`config.mk`:
```
export PLATFORM = sky130hd
export DESIGN_NAME = ulpi_rx_deframer_flat
export DESIGN_NICKNAME = d
export VERILOG_FILES = /design/src/rtl/ulpi_rx_deframer_if.sv /design/src/rtl/ulpi_rx_deframer.sv /design/src/flat_wrapper.sv
export SDC_FILE = /design/constraint.sdc
export NUM_CORES = 1
export LEC_CHECK = 0
export ABC_AREA = 1
export CAP_MARGIN = 20
export CORE_MARGIN = 2
export CORE_UTILIZATION = 48
export DETAILED_ROUTE_END_ITERATION = 6
export HOLD_SLACK_MARGIN = 0.02
export PLACE_DENSITY = 0.75
export SYNTH_ARGS = -nofsm -noshare
export SYNTH_HDL_FRONTEND = slang
export SYNTH_SLANG_ARGS = --single-unit
```
`constraint.sdc`:
```
create_clock -name clk -period 3.4 [get_ports clk]
set_input_delay 1.02 -clock clk [delete_from_list [all_inputs] [get_ports clk]]
set_output_delay 1.02 -clock clk [all_outputs]
set_load 0.02 [all_outputs]
```
`src/rtl/ulpi_rx_deframer_if.sv`:
```
// Bundle between the ULPI link RX side and the packet deframer.
// slave: deframer side (consumes RX CMD / data, drives status and packet beats).
// master: link/test side.
interface ulpi_rx_deframer_if #(
    parameter int unsigned LEN_W = 11
);
    logic [7:0]       rx_cmd;
    logic [7:0]       data;
    logic             data_valid;
    logic [1:0]       line_state;
    logic [1:0]       vbus_state;
    logic             id_dig;
    logic             host_disconnect;
    logic             rx_active;
    logic [7:0]       pkt_data;
    logic             pkt_valid;
    logic             pkt_sop;
    logic             pkt_eop;
    logic             pkt_err;
    logic [LEN_W-1:0] pkt_len;
    logic             rx_error;

    modport master (
        output rx_cmd, data, data_valid,
        input  line_state, vbus_state, id_dig, host_disconnect, rx_active,
        input  pkt_data, pkt_valid, pkt_sop, pkt_eop, pkt_err, pkt_len, rx_error
    );

    modport slave (
        input  rx_cmd, data, data_valid,
        output line_state, vbus_state, id_dig, host_disconnect, rx_active,
        output pkt_data, pkt_valid, pkt_sop, pkt_eop, pkt_err, pkt_len, rx_error
    );
endinterface

```
`src/rtl/ulpi_rx_deframer.sv`:
```
// ULPI receive deframer: decodes RX CMD status and frames received bytes into
// sop/eop-marked packet beats with length and error flags.
// Optional feature: define ULPI_RX_PID_CHECK_EN to flag a malformed PID byte.
module ulpi_rx_deframer #(
    parameter int unsigned MAX_LEN = 1027,
    parameter int unsigned LEN_W   = $clog2(MAX_LEN + 1)
) (
    input logic               clk,
    input logic               reset,
    ulpi_rx_deframer_if.slave bus
);

    typedef enum logic [1:0] {
        IDLE   = 2'd0,
        ACTIVE = 2'd1,
        DRAIN  = 2'd2
    } state_t;

    state_t           state;
    logic [7:0]       hold_data;
    logic             hold_vld;
    logic             hold_first;
    logic [LEN_W-1:0] count;
    logic             err;
    logic             ovf;
    logic             prev_ev_hi;

    logic [1:0] ev;
    logic       at_max;
    logic       take;
    logic       drop;
    logic       pid_bad;
    logic       err_now;
    logic       unused_cmd_bit;

    // RxEvent field and byte acceptance qualifiers for the ACTIVE state.
    assign ev             = bus.rx_cmd[5:4];
    assign at_max         = (count == LEN_W'(MAX_LEN));
    assign take           = bus.data_valid && !at_max;
    assign drop           = bus.data_valid && at_max;
    assign unused_cmd_bit = bus.rx_cmd[7];

`ifdef ULPI_RX_PID_CHECK_EN
    // PID byte must carry its check nibble (low nibble = inverted high nibble).
    assign pid_bad = take && (count == '0) && (bus.data[3:0] != ~bus.data[7:4]);
`else
    assign pid_bad = 1'b0;
`endif

    // Packet error as it stands including anything detected this cycle.
    assign err_now = err || (ev == 2'b11) || drop || pid_bad;

    // Status decode, one cycle behind rx_cmd; rx_error fires on entry into 11 from 00/01.
    always_ff @(posedge clk or posedge reset) begin
        if (reset) begin
            bus.line_state      <= 2'b00;
            bus.vbus_state      <= 2'b00;
            bus.id_dig          <= 1'b0;
            bus.host_disconnect <= 1'b0;
            bus.rx_error        <= 1'b0;
            prev_ev_hi          <= 1'b0;
        end else begin
            bus.line_state      <= bus.rx_cmd[1:0];
            bus.vbus_state      <= bus.rx_cmd[3:2];
            bus.id_dig          <= bus.rx_cmd[6];
            bus.host_disconnect <= (ev == 2'b10);
            bus.rx_error        <= (ev == 2'b11) && !prev_ev_hi;
            prev_ev_hi          <= ev[1];
        end
    end

    // Framing FSM: each byte waits in the hold register until its successor or the packet end.
    always_ff @(posedge clk or posedge reset) begin
        if (reset) begin
            state         <= IDLE;
            hold_data     <= 8'h00;
            hold_vld      <= 1'b0;
            hold_first    <= 1'b0;
            count         <= '0;
            err           <= 1'b0;
            ovf           <= 1'b0;
            bus.rx_active <= 1'b0;
            bus.pkt_data  <= 8'h00;
            bus.pkt_valid <= 1'b0;
            bus.pkt_sop   <= 1'b0;
            bus.pkt_eop   <= 1'b0;
            bus.pkt_err   <= 1'b0;
            bus.pkt_len   <= '0;
        end else begin
            bus.pkt_valid <= 1'b0;
            bus.pkt_sop   <= 1'b0;
            bus.pkt_eop   <= 1'b0;
            bus.pkt_err   <= 1'b0;
            bus.pkt_len   <= '0;
            case (state)
                IDLE: begin
                    if (ev[0]) begin
                        state         <= ACTIVE;
                        bus.rx_active <= 1'b1;
                    end
                end
                ACTIVE: begin
                    if (take) begin
                        if (hold_vld) begin
                            bus.pkt_data  <= hold_data;
                            bus.pkt_valid <= 1'b1;
                            bus.pkt_sop   <= hold_first;
                        end
                        hold_data  <= bus.data;
                        hold_vld   <= 1'b1;
                        hold_first <= (count == '0);
                        count      <= count + LEN_W'(1);
                    end
                    if (ev[0] || take) begin
                        // Still receiving, or a last byte arrived with the end: it drains next cycle.
                        err <= err_now;
                        ovf <= ovf || drop;
                        if (!ev[0]) begin
                            state <= DRAIN;
                        end
                    end else begin
                        if (hold_vld) begin
                            bus.pkt_data  <= hold_data;
                            bus.pkt_valid <= 1'b1;
                            bus.pkt_sop   <= hold_first;
                            bus.pkt_eop   <= 1'b1;
                            bus.pkt_err   <= err_now;
                            bus.pkt_len   <= count;
                        end
                        hold_vld      <= 1'b0;
                        hold_first    <= 1'b0;
                        count         <= '0;
                        err           <= 1'b0;
                        ovf           <= 1'b0;
                        state         <= IDLE;
                        bus.rx_active <= 1'b0;
                    end
                end
                DRAIN: begin
                    bus.pkt_data  <= hold_data;
                    bus.pkt_valid <= hold_vld;
                    bus.pkt_sop   <= hold_first;
                    bus.pkt_eop   <= 1'b1;
                    bus.pkt_err   <= err;
                    bus.pkt_len   <= count;
                    hold_vld      <= 1'b0;
                    hold_first    <= 1'b0;
                    count         <= '0;
                    err           <= 1'b0;
                    ovf           <= 1'b0;
                    state         <= IDLE;
                    bus.rx_active <= 1'b0;
                end
                default: begin
                    state         <= IDLE;
                    bus.rx_active <= 1'b0;
                end
            endcase
        end
    end

endmodule

```
`src/flat_wrapper.sv`:
```
// flat-port wrapper written by rule: the top's interface ports become plain ports
module ulpi_rx_deframer_flat 
#(
    parameter int unsigned MAX_LEN = 1027,
    parameter int unsigned LEN_W   = $clog2(MAX_LEN + 1)
)
  (clk, reset, bus_rx_cmd, bus_data, bus_data_valid, bus_line_state, bus_vbus_state, bus_id_dig, bus_host_disconnect, bus_rx_active, bus_pkt_data, bus_pkt_valid, bus_pkt_sop, bus_pkt_eop, bus_pkt_err, bus_pkt_len, bus_rx_error);
  ulpi_rx_deframer_if #(.LEN_W(LEN_W)) bus_i ();
  input logic clk;
  input logic reset;
  input wire logic [$bits(bus_i.rx_cmd)-1:0] bus_rx_cmd;
  input wire logic [$bits(bus_i.data)-1:0] bus_data;
  input wire logic [$bits(bus_i.data_valid)-1:0] bus_data_valid;
  output wire logic [$bits(bus_i.line_state)-1:0] bus_line_state;
  output wire logic [$bits(bus_i.vbus_state)-1:0] bus_vbus_state;
  output wire logic [$bits(bus_i.id_dig)-1:0] bus_id_dig;
  output wire logic [$bits(bus_i.host_disconnect)-1:0] bus_host_disconnect;
  output wire logic [$bits(bus_i.rx_active)-1:0] bus_rx_active;
  output wire logic [$bits(bus_i.pkt_data)-1:0] bus_pkt_data;
  output wire logic [$bits(bus_i.pkt_valid)-1:0] bus_pkt_valid;
  output wire logic [$bits(bus_i.pkt_sop)-1:0] bus_pkt_sop;
  output wire logic [$bits(bus_i.pkt_eop)-1:0] bus_pkt_eop;
  output wire logic [$bits(bus_i.pkt_err)-1:0] bus_pkt_err;
  output wire logic [$bits(bus_i.pkt_len)-1:0] bus_pkt_len;
  output wire logic [$bits(bus_i.rx_error)-1:0] bus_rx_error;
  assign bus_i.rx_cmd = bus_rx_cmd;
  assign bus_i.data = bus_data;
  assign bus_i.data_valid = bus_data_valid;
  assign bus_line_state = bus_i.line_state;
  assign bus_vbus_state = bus_i.vbus_state;
  assign bus_id_dig = bus_i.id_dig;
  assign bus_host_disconnect = bus_i.host_disconnect;
  assign bus_rx_active = bus_i.rx_active;
  assign bus_pkt_data = bus_i.pkt_data;
  assign bus_pkt_valid = bus_i.pkt_valid;
  assign bus_pkt_sop = bus_i.pkt_sop;
  assign bus_pkt_eop = bus_i.pkt_eop;
  assign bus_pkt_err = bus_i.pkt_err;
  assign bus_pkt_len = bus_i.pkt_len;
  assign bus_rx_error = bus_i.rx_error;
  ulpi_rx_deframer #(.MAX_LEN(MAX_LEN), .LEN_W(LEN_W)) u_core (.clk(clk), .reset(reset), .bus(bus_i));
endmodule
```
* Word-level counts from Yosys, hierarchy flattened
Cells that the tools add are included.
Word-level totals: bits in registers 56, input bits 19, output and inout port bits 31, word-level logic and storage cells 85
Cells by class: add/subtract/negate cells 1, eq/ne operators 9, muxes and demuxes 41, reduce and logical (&&, ||, !) cells 15
Operators with widths (number):
- $mux 11 | 4
- $pmux 11 s2 | 2
- $mux 8 | 4
- $mux 1 | 18
- $pmux 1 s2 | 8
- $pmux 8 s2 | 1
- $add 11x1->11 const B | 1
- $eq 11x11->1 const B | 1
- $logic_not 11->1 | 1
- $reduce_and 2->1 | 4
- $eq 2x2->1 const B | 3
- $mux 2 | 3
- $ne 2x2->1 const B | 2
- $pmux 2 s2 | 1
- $logic_and 1x1->1 | 3
- $logic_or 1x1->1 | 3
- $ne 3x2->1 const B | 1
- $ne 3x3->1 const B | 1
- $eq 2x1->1 const B | 1
- $logic_not 1->1 | 2
- $logic_not 2->1 | 1
- $reduce_bool 2->1 | 1

* Longest topological paths before layout
Gate-level depths: netlist of run 1.
depth in word-level cells 7, depth in mapped cells 11, mapped depth without buffers 10

* Least setup slack after synthesis of run 1
Ideal clock, no wire load.
path type input-to-reg, start point input bus_data_valid, end point register u_core.count[0], setup time 0.116 ns, arrival time 1.524 ns, required time 3.284 ns, setup slack 1.760 ns, cell stages on the path 7, path buffers 1, cell sequence nand2_4 -> nand3_2 -> nand2_4 -> inv_4 -> buf_6 -> nand2_1 -> nand2_1
On the way: longest elaborated chain between the ends 4, elaborated cells on any way between the ends 6, classes of those cells eq/ne (1); mux (2); reduce/logical (3)
RTL lines:
- from (decl) | RTL line flat_wrapper.sv:13 | input wire logic [$bits(bus_i.data_valid)-1:0] bus_data_valid;
- $logic_and 1x1->1 * | RTL line ulpi_rx_deframer.sv:39 | assign take = bus.data_valid && !at_max;
- $logic_or 1x1->1 | RTL line ulpi_rx_deframer.sv:114 | if (ev[0] || take) begin
- $mux 11 or $ne 3x2->1 (tied branches)
- $pmux 11 s2 or $reduce_and 2->1 (tied branches)
- to (signal assigned) | RTL line ulpi_rx_deframer.sv:112 | count <= count + LEN_W'(1);
- to (decl) | RTL line ulpi_rx_deframer.sv:23 | logic [LEN_W-1:0] count;
Every way passes the cells marked *; elsewhere a longest branch is shown, timed or not. A chain may end at the register's enable or synchronous reset.

==> flow_metrics.tcl, run 1 <==
set metrics [dict create \
    arrival_ns 1.30 \
    drc_errors 0 \
    p_leak_nw 1.59 \
    worst-path-max-fanout 2 \
    design.core.area_um2 5140 \
    grt-ovfl-total 0 \
    synth_compound_area_share_pct 3.75 \
    power.density_nw_per_um2 700 \
    cts_buffers 5 \
    postRouteAntennaNets 0 \
    die_h_um 77.2 \
    ctsHoldBuffers 0 \
    met1_usage_pct 23.9 \
    synth_top_family_by_area "simple AND/OR/NAND/NOR gates" \
    min_period_over_period_pct 68.2 \
    synth_warnings 0 \
    die_w_um 77.2 \
    antenna_cells 0 \
    vias 1996 \
    cts_root_buffer "clkbuf_8" \
    gp_congestion 0.883 \
    wl_per_cell_um 12.4 \
    avgViaCountPerCell 4.82 \
    area_growth_pct 24.0 \
    startpoint_type "register" \
    antenna_found_initial 0 \
    cpLargestDelayFamily "buffers and inverters" \
    grt_max_degree 24 \
    worstSetupEndpointType "output pin" \
    fin_setup_tns_ns 0 \
    synthMuxAreaShare_pct 0.389 \
    synth-seq-area-share_pct 54.5 \
    critPathBufInv 1 \
    grt_pass1_wl_um 8950 \
    post-dp-hpwl_um 3620 \
    peakVddDrop_mv 0.460 \
    track_usage_pct 18.8 \
    finalPower_mw 2.23 \
    cts_tree "built" \
    synth_cell_types 28 \
    pre_cts_slack_ns 0.965 \
    path_cells "clkdlybuf4s50_1" \
    nNetsFinal 367 \
    avgSynthCellArea_um2 8.78 \
    slew_violations 0 \
    synth_xor_area_share_pct 1.70 \
    fillers 501 \
    max_freq_ghz 0.431 \
    clock-sinks 56 \
    dp_cells 406 \
    hold_violations 0 \
    rsz0062_at_grt "false" \
    drt-initial-drc-count 159 \
    max_slew.worst_pin.slew_ns 0.582 \
    h-tree-depth 2 \
    dr.pass1.iters 4 \
    port_buffers 48 \
    mostFrequentLayoutCell "nand2_1" \
    synth_cells 293 \
    grt_pass1_vias 1977 \
    synth-simple-area-share_pct 29.7 \
    globalRoute.busiestLayer "met2" \
    critPathKind "reg -> out" \
    status "completed" \
    max_stage_delay_ns 0.61 \
    synthesis.area_um2 2570 \
    clk_latency_ns 0.31 \
    pin_count 50 \
    slew-limit-headroom_pct 61.2 \
    finalClockSkew_ns 0.0171 \
    fin_crit_ns 2.32 \
    fin_cells 414 \
    cp.required_ns 2.38 \
    worst_path_max_delay_cell "clkdlybuf4s50_1" \
    die-area_um2 5960 \
    ctsResizeCount 0 \
    syn-num-nets 317 \
    synth_fa_ha_area_share_pct 2.43 \
    cap_violations 0 \
    use_met3_pct 3.53 \
    rows 26 \
    cts_setup_buffers 0 \
    clk_path_buf_depth 2 \
    initial_core_util_pct 50.0 \
    cts.reportedPaths.clkPinSlew_ns 0.10 \
    wirelength_um 5120 \
    synth_seq_cells 56 \
    layout_common_cells "99 x nand2_1, 56 x dfrtp_1, 48 x clkdlybuf4s50_1, 30 x inv_1, 21 x nor2_1" \
    setup_viol 0 \
    setup_slack_ns 1.08 \
    min_path_type "reg -> reg" \
    grt_use_met2_pct 31.9 \
    layout-drive-gt1-share_pct 11.0 \
]
layout make-up:
| type | count | area [um2] | area share [%] |
|---|---|---|---|
| tap | 70 | 87.6 | 2.75 |
| clock inverter | 2 | 13.8 | 0.432 |
| timing repair buffer | 50 | 495 | 15.5 |
| multi-input combinational | 196 | 977 | 30.7 |
| sequential | 56 | 1400 | 44.0 |
| clock buffer | 6 | 82.6 | 2.59 |
| inverter | 34 | 130 | 4.08 |
metrics by stage:
| stage | hold WS, ns | area [um2] | util, % |
|---|---|---|---|
| floorplan | 0.385 | 2570 | - |
| global placement | 0.401 | 3090 | 60.2 |
| detailed placement | 0.413 | 3090 | 60.2 |
| CTS | 0.426 | 3190 | 62.0 |
| global route | 0.460 | 3190 | 62.0 |
| finish | 0.422 | 3190 | 62.0 |
report_power, final:
part | leakage, nW | switching, mW | total (mW) | internal (mW)
logic | 0.800 | 0.597 | 0.929 | 0.332
registers | 0.734 | 0.0966 | 0.921 | 0.824
clock network | 0.0516 | 0.215 | 0.382 | 0.167
kinds of logic (layout without fill, tap and decap cells):
family / count (synthesis) / after routing
flip-flops: 56 / 56
adder cells (fa/ha/maj): 5 / 5
AND/OR/NAND/NOR: 167 / 167
AO/OA/AOI/OAI: 18 / 18
multiplexers: 1 / 1
buffers and inverters: 41 / 92
XOR/XNOR: 5 / 5
Yosys cell counts, drive strengths merged:
library cell | number | share of area, %
o22ai | 1 | 0.24
o21a | 1 | 0.29
inv | 34 | 5.1
o21ai | 13 | 2.5
dfrtp | 56 | 55
nor2 | 32 | 5.7
nand3 | 20 | 4.8
nand2 | 108 | 17
nand4 | 4 | 1.2
mux2i | 1 | 0.39
ha | 5 | 2.4
xor2 | 5 | 1.7
a21boi | 1 | 0.29
clkbuf | 1 | 0.15
dlygate4sd1 | 1 | 0.34
buf | 5 | 1.9
a21oi | 2 | 0.39
nor3 | 3 | 0.58
path summary, 6_finish.rpt:
kind	startpoint	to	slack (ns)	depth (start not counted)
worst min-delay path	u_core.prev_ev_hi	u_core.bus.rx_error	0.42	1
max in group asynchronous	reset	u_core.bus.pkt_eop	1.80	3
worst max register to register	u_core.state[0]	u_core.bus.pkt_len[10]	1.40	6
min in group asynchronous	reset	u_core.count[1]	0.98	2
worst min register to register	u_core.prev_ev_hi	u_core.bus.rx_error	0.42	1
worst max-delay path	register	bus_pkt_data[4]	1.08	1
per-layer routing:
layer	up-vias	share of wire, %
met3	6	5.3
met5	-	0
met2	62	49
li1	995	-
met4	0	1.4
met1	933	44
Power figures use the tool's default switching activity.
==> run 2, diff against run 1 <==
CORE_UTILIZATION = 46   (was 48)
clock period = 2.08 ns   (was 3.4 ns; I/O delays follow)
==> run 2 against run 1 <==
  * Via count down 0.20%
  * Global-route usage down 1.5 points
  * Clock power up 56%
==> flow_metrics.tcl, run 2 (synthesis results as in run 1) <==
set metrics [dict create \
    rsz0062_at_grt "false" \
    fillers 487 \
    postRouteAntennaNets 0 \
    wirelength_um 4820 \
    power.density_nw_per_um2 1130 \
    grt-ovfl-total 0 \
    setup_slack_ns 0.171 \
    clk_latency_ns 0.30 \
    wl_per_cell_um 11.5 \
    critPathKind "reg -> out" \
    gp_congestion 0.844 \
    layout-drive-gt1-share_pct 12.1 \
    fin_setup_tns_ns 0 \
    antenna_found_initial 0 \
    startpoint_type "register" \
    cap_violations 0 \
    worstRegToRegCells 10 \
    hold_violations 0 \
    track_usage_pct 17.3 \
    finalClockSkew_ns 0.00582 \
    cts.reportedPaths.clkPinSlew_ns 0.09 \
    fin_cells 420 \
    clock-sinks 56 \
    initial_core_util_pct 47.3 \
    port_buffers 48 \
    rrSetupSlack_ns 0.33 \
    slew-limit-headroom_pct 77.0 \
    grt_max_degree 19 \
    max_freq_ghz 0.524 \
    r2r-start "u_core.count[1]" \
    cpLargestDelayFamily "buffers and inverters" \
    die_h_um 78.8 \
    pre_cts_slack_ns 0.0425 \
    grt_pass1_vias 1920 \
    die_w_um 78.8 \
    cts_setup_buffers 0 \
    max_stage_delay_ns 0.61 \
    min-delay-start "u_core.prev_ev_hi" \
    p_leak_nw 1.61 \
    arrival_ns 1.28 \
    status "completed" \
    ctsResizeCount 0 \
    cts_buffers 5 \
    worstSetupEndpointType "output pin" \
    avgViaCountPerCell 4.74 \
    ctsHoldBuffers 0 \
    nNetsFinal 372 \
    grt_pass1_wl_um 8530 \
    holdWs_ns 0.406 \
    setup_viol 0 \
    antenna_cells 0 \
    vias 1992 \
    design.core.area_um2 5440 \
    max_slew.worst_pin.slew_ns 0.336 \
    drt-initial-drc-count 177 \
    dp_cells 413 \
    dr.pass1.iters 4 \
    post-dp-hpwl_um 3600 \
    die-area_um2 6200 \
    drc_errors 0 \
    finalPower_mw 3.64 \
    worst-path-max-fanout 2 \
    worst_path_max_delay_cell "clkdlybuf4s50_1" \
    pin_count 50 \
    path_cells "clkdlybuf4s50_1" \
    layout_common_cells "99 x nand2_1, 56 x dfrtp_1, 48 x clkdlybuf4s50_1, 30 x inv_1, 21 x nor2_1" \
    slew_violations 0 \
    hold_end "u_core.bus.rx_error" \
    cp.required_ns 1.46 \
    cts_tree "built" \
    rows 27 \
    h-tree-depth 2 \
    min_path_type "reg -> reg" \
    min_period_over_period_pct 91.8 \
    cts_root_buffer "clkbuf_8" \
    clk_path_buf_depth 2 \
    critPathBufInv 1 \
    fin_crit_ns 1.91 \
    peakVddDrop_mv 0.702 \
    area_growth_pct 25.4 \
    mostFrequentLayoutCell "nand2_1" \
    whs_path_depth 1 \
]
## run 2: worst max path at each step
| stage | to | start | cells past startpoint |
|---|---|---|---|
| global placement | u_core.bus.pkt_len[10] | bus_rx_cmd[4] | 6 |
| detailed placement | u_core.bus.pkt_len[10] | bus_rx_cmd[4] | 6 |
| global route | bus_pkt_data[5] | register | 1 |
| finish | bus_pkt_data[5] | register | 1 |
| CTS | bus_pkt_data[5] | register | 1 |
| floorplan | asynchronous set/reset pin | reset | 1 |
## run 2: power breakdown
group / internal [mW] / switching [mW] / total (mW)
logic: 0.573 / 0.976 / 1.55
registers: 1.35 / 0.144 / 1.49
clock network: 0.266 / 0.330 / 0.596
## run 2: routing by layer
| layer | share of wire (%) | global-route usage [%] | up-vias |
|---|---|---|---|
| li1 | - | - | 1009 |
| met1 | 44 | 22.3 | 923 |
| met2 | 49 | 29.2 | 56 |
| met3 | 5.9 | 3.98 | 4 |
| met4 | 0.89 | 5.26 | 0 |
| met5 | 0 | 0 | - |
## run 2: cell type report
type,instances,area (um2),share of cell area [%]
Inverter,34,130,4.04
Timing Repair Buffer,55,533,16.5
Clock buffer,6,82.6,2.56
Multi-Input combinational cell,196,977,30.3
Tap cell,72,90.1,2.80
Sequential cell,56,1400,43.5
Clock inverter,1,8.76,0.272
## run 2: stage by stage
stage	utilization [%]	instance area (um2)
2_1_floorplan	-	2570
3_3_place_gp	57.6	3130
3_5_place_dp	57.6	3130
4_1_cts	59.3	3220
5_1_grt	59.3	3220
6_report	59.3	3220
==> run 3, diff against run 2 <==
SKIP_CTS_REPAIR_TIMING = 1   (was default)
==> results of run 3 <==
The final DEF is identical to that of run 2; final timing and power are the same.
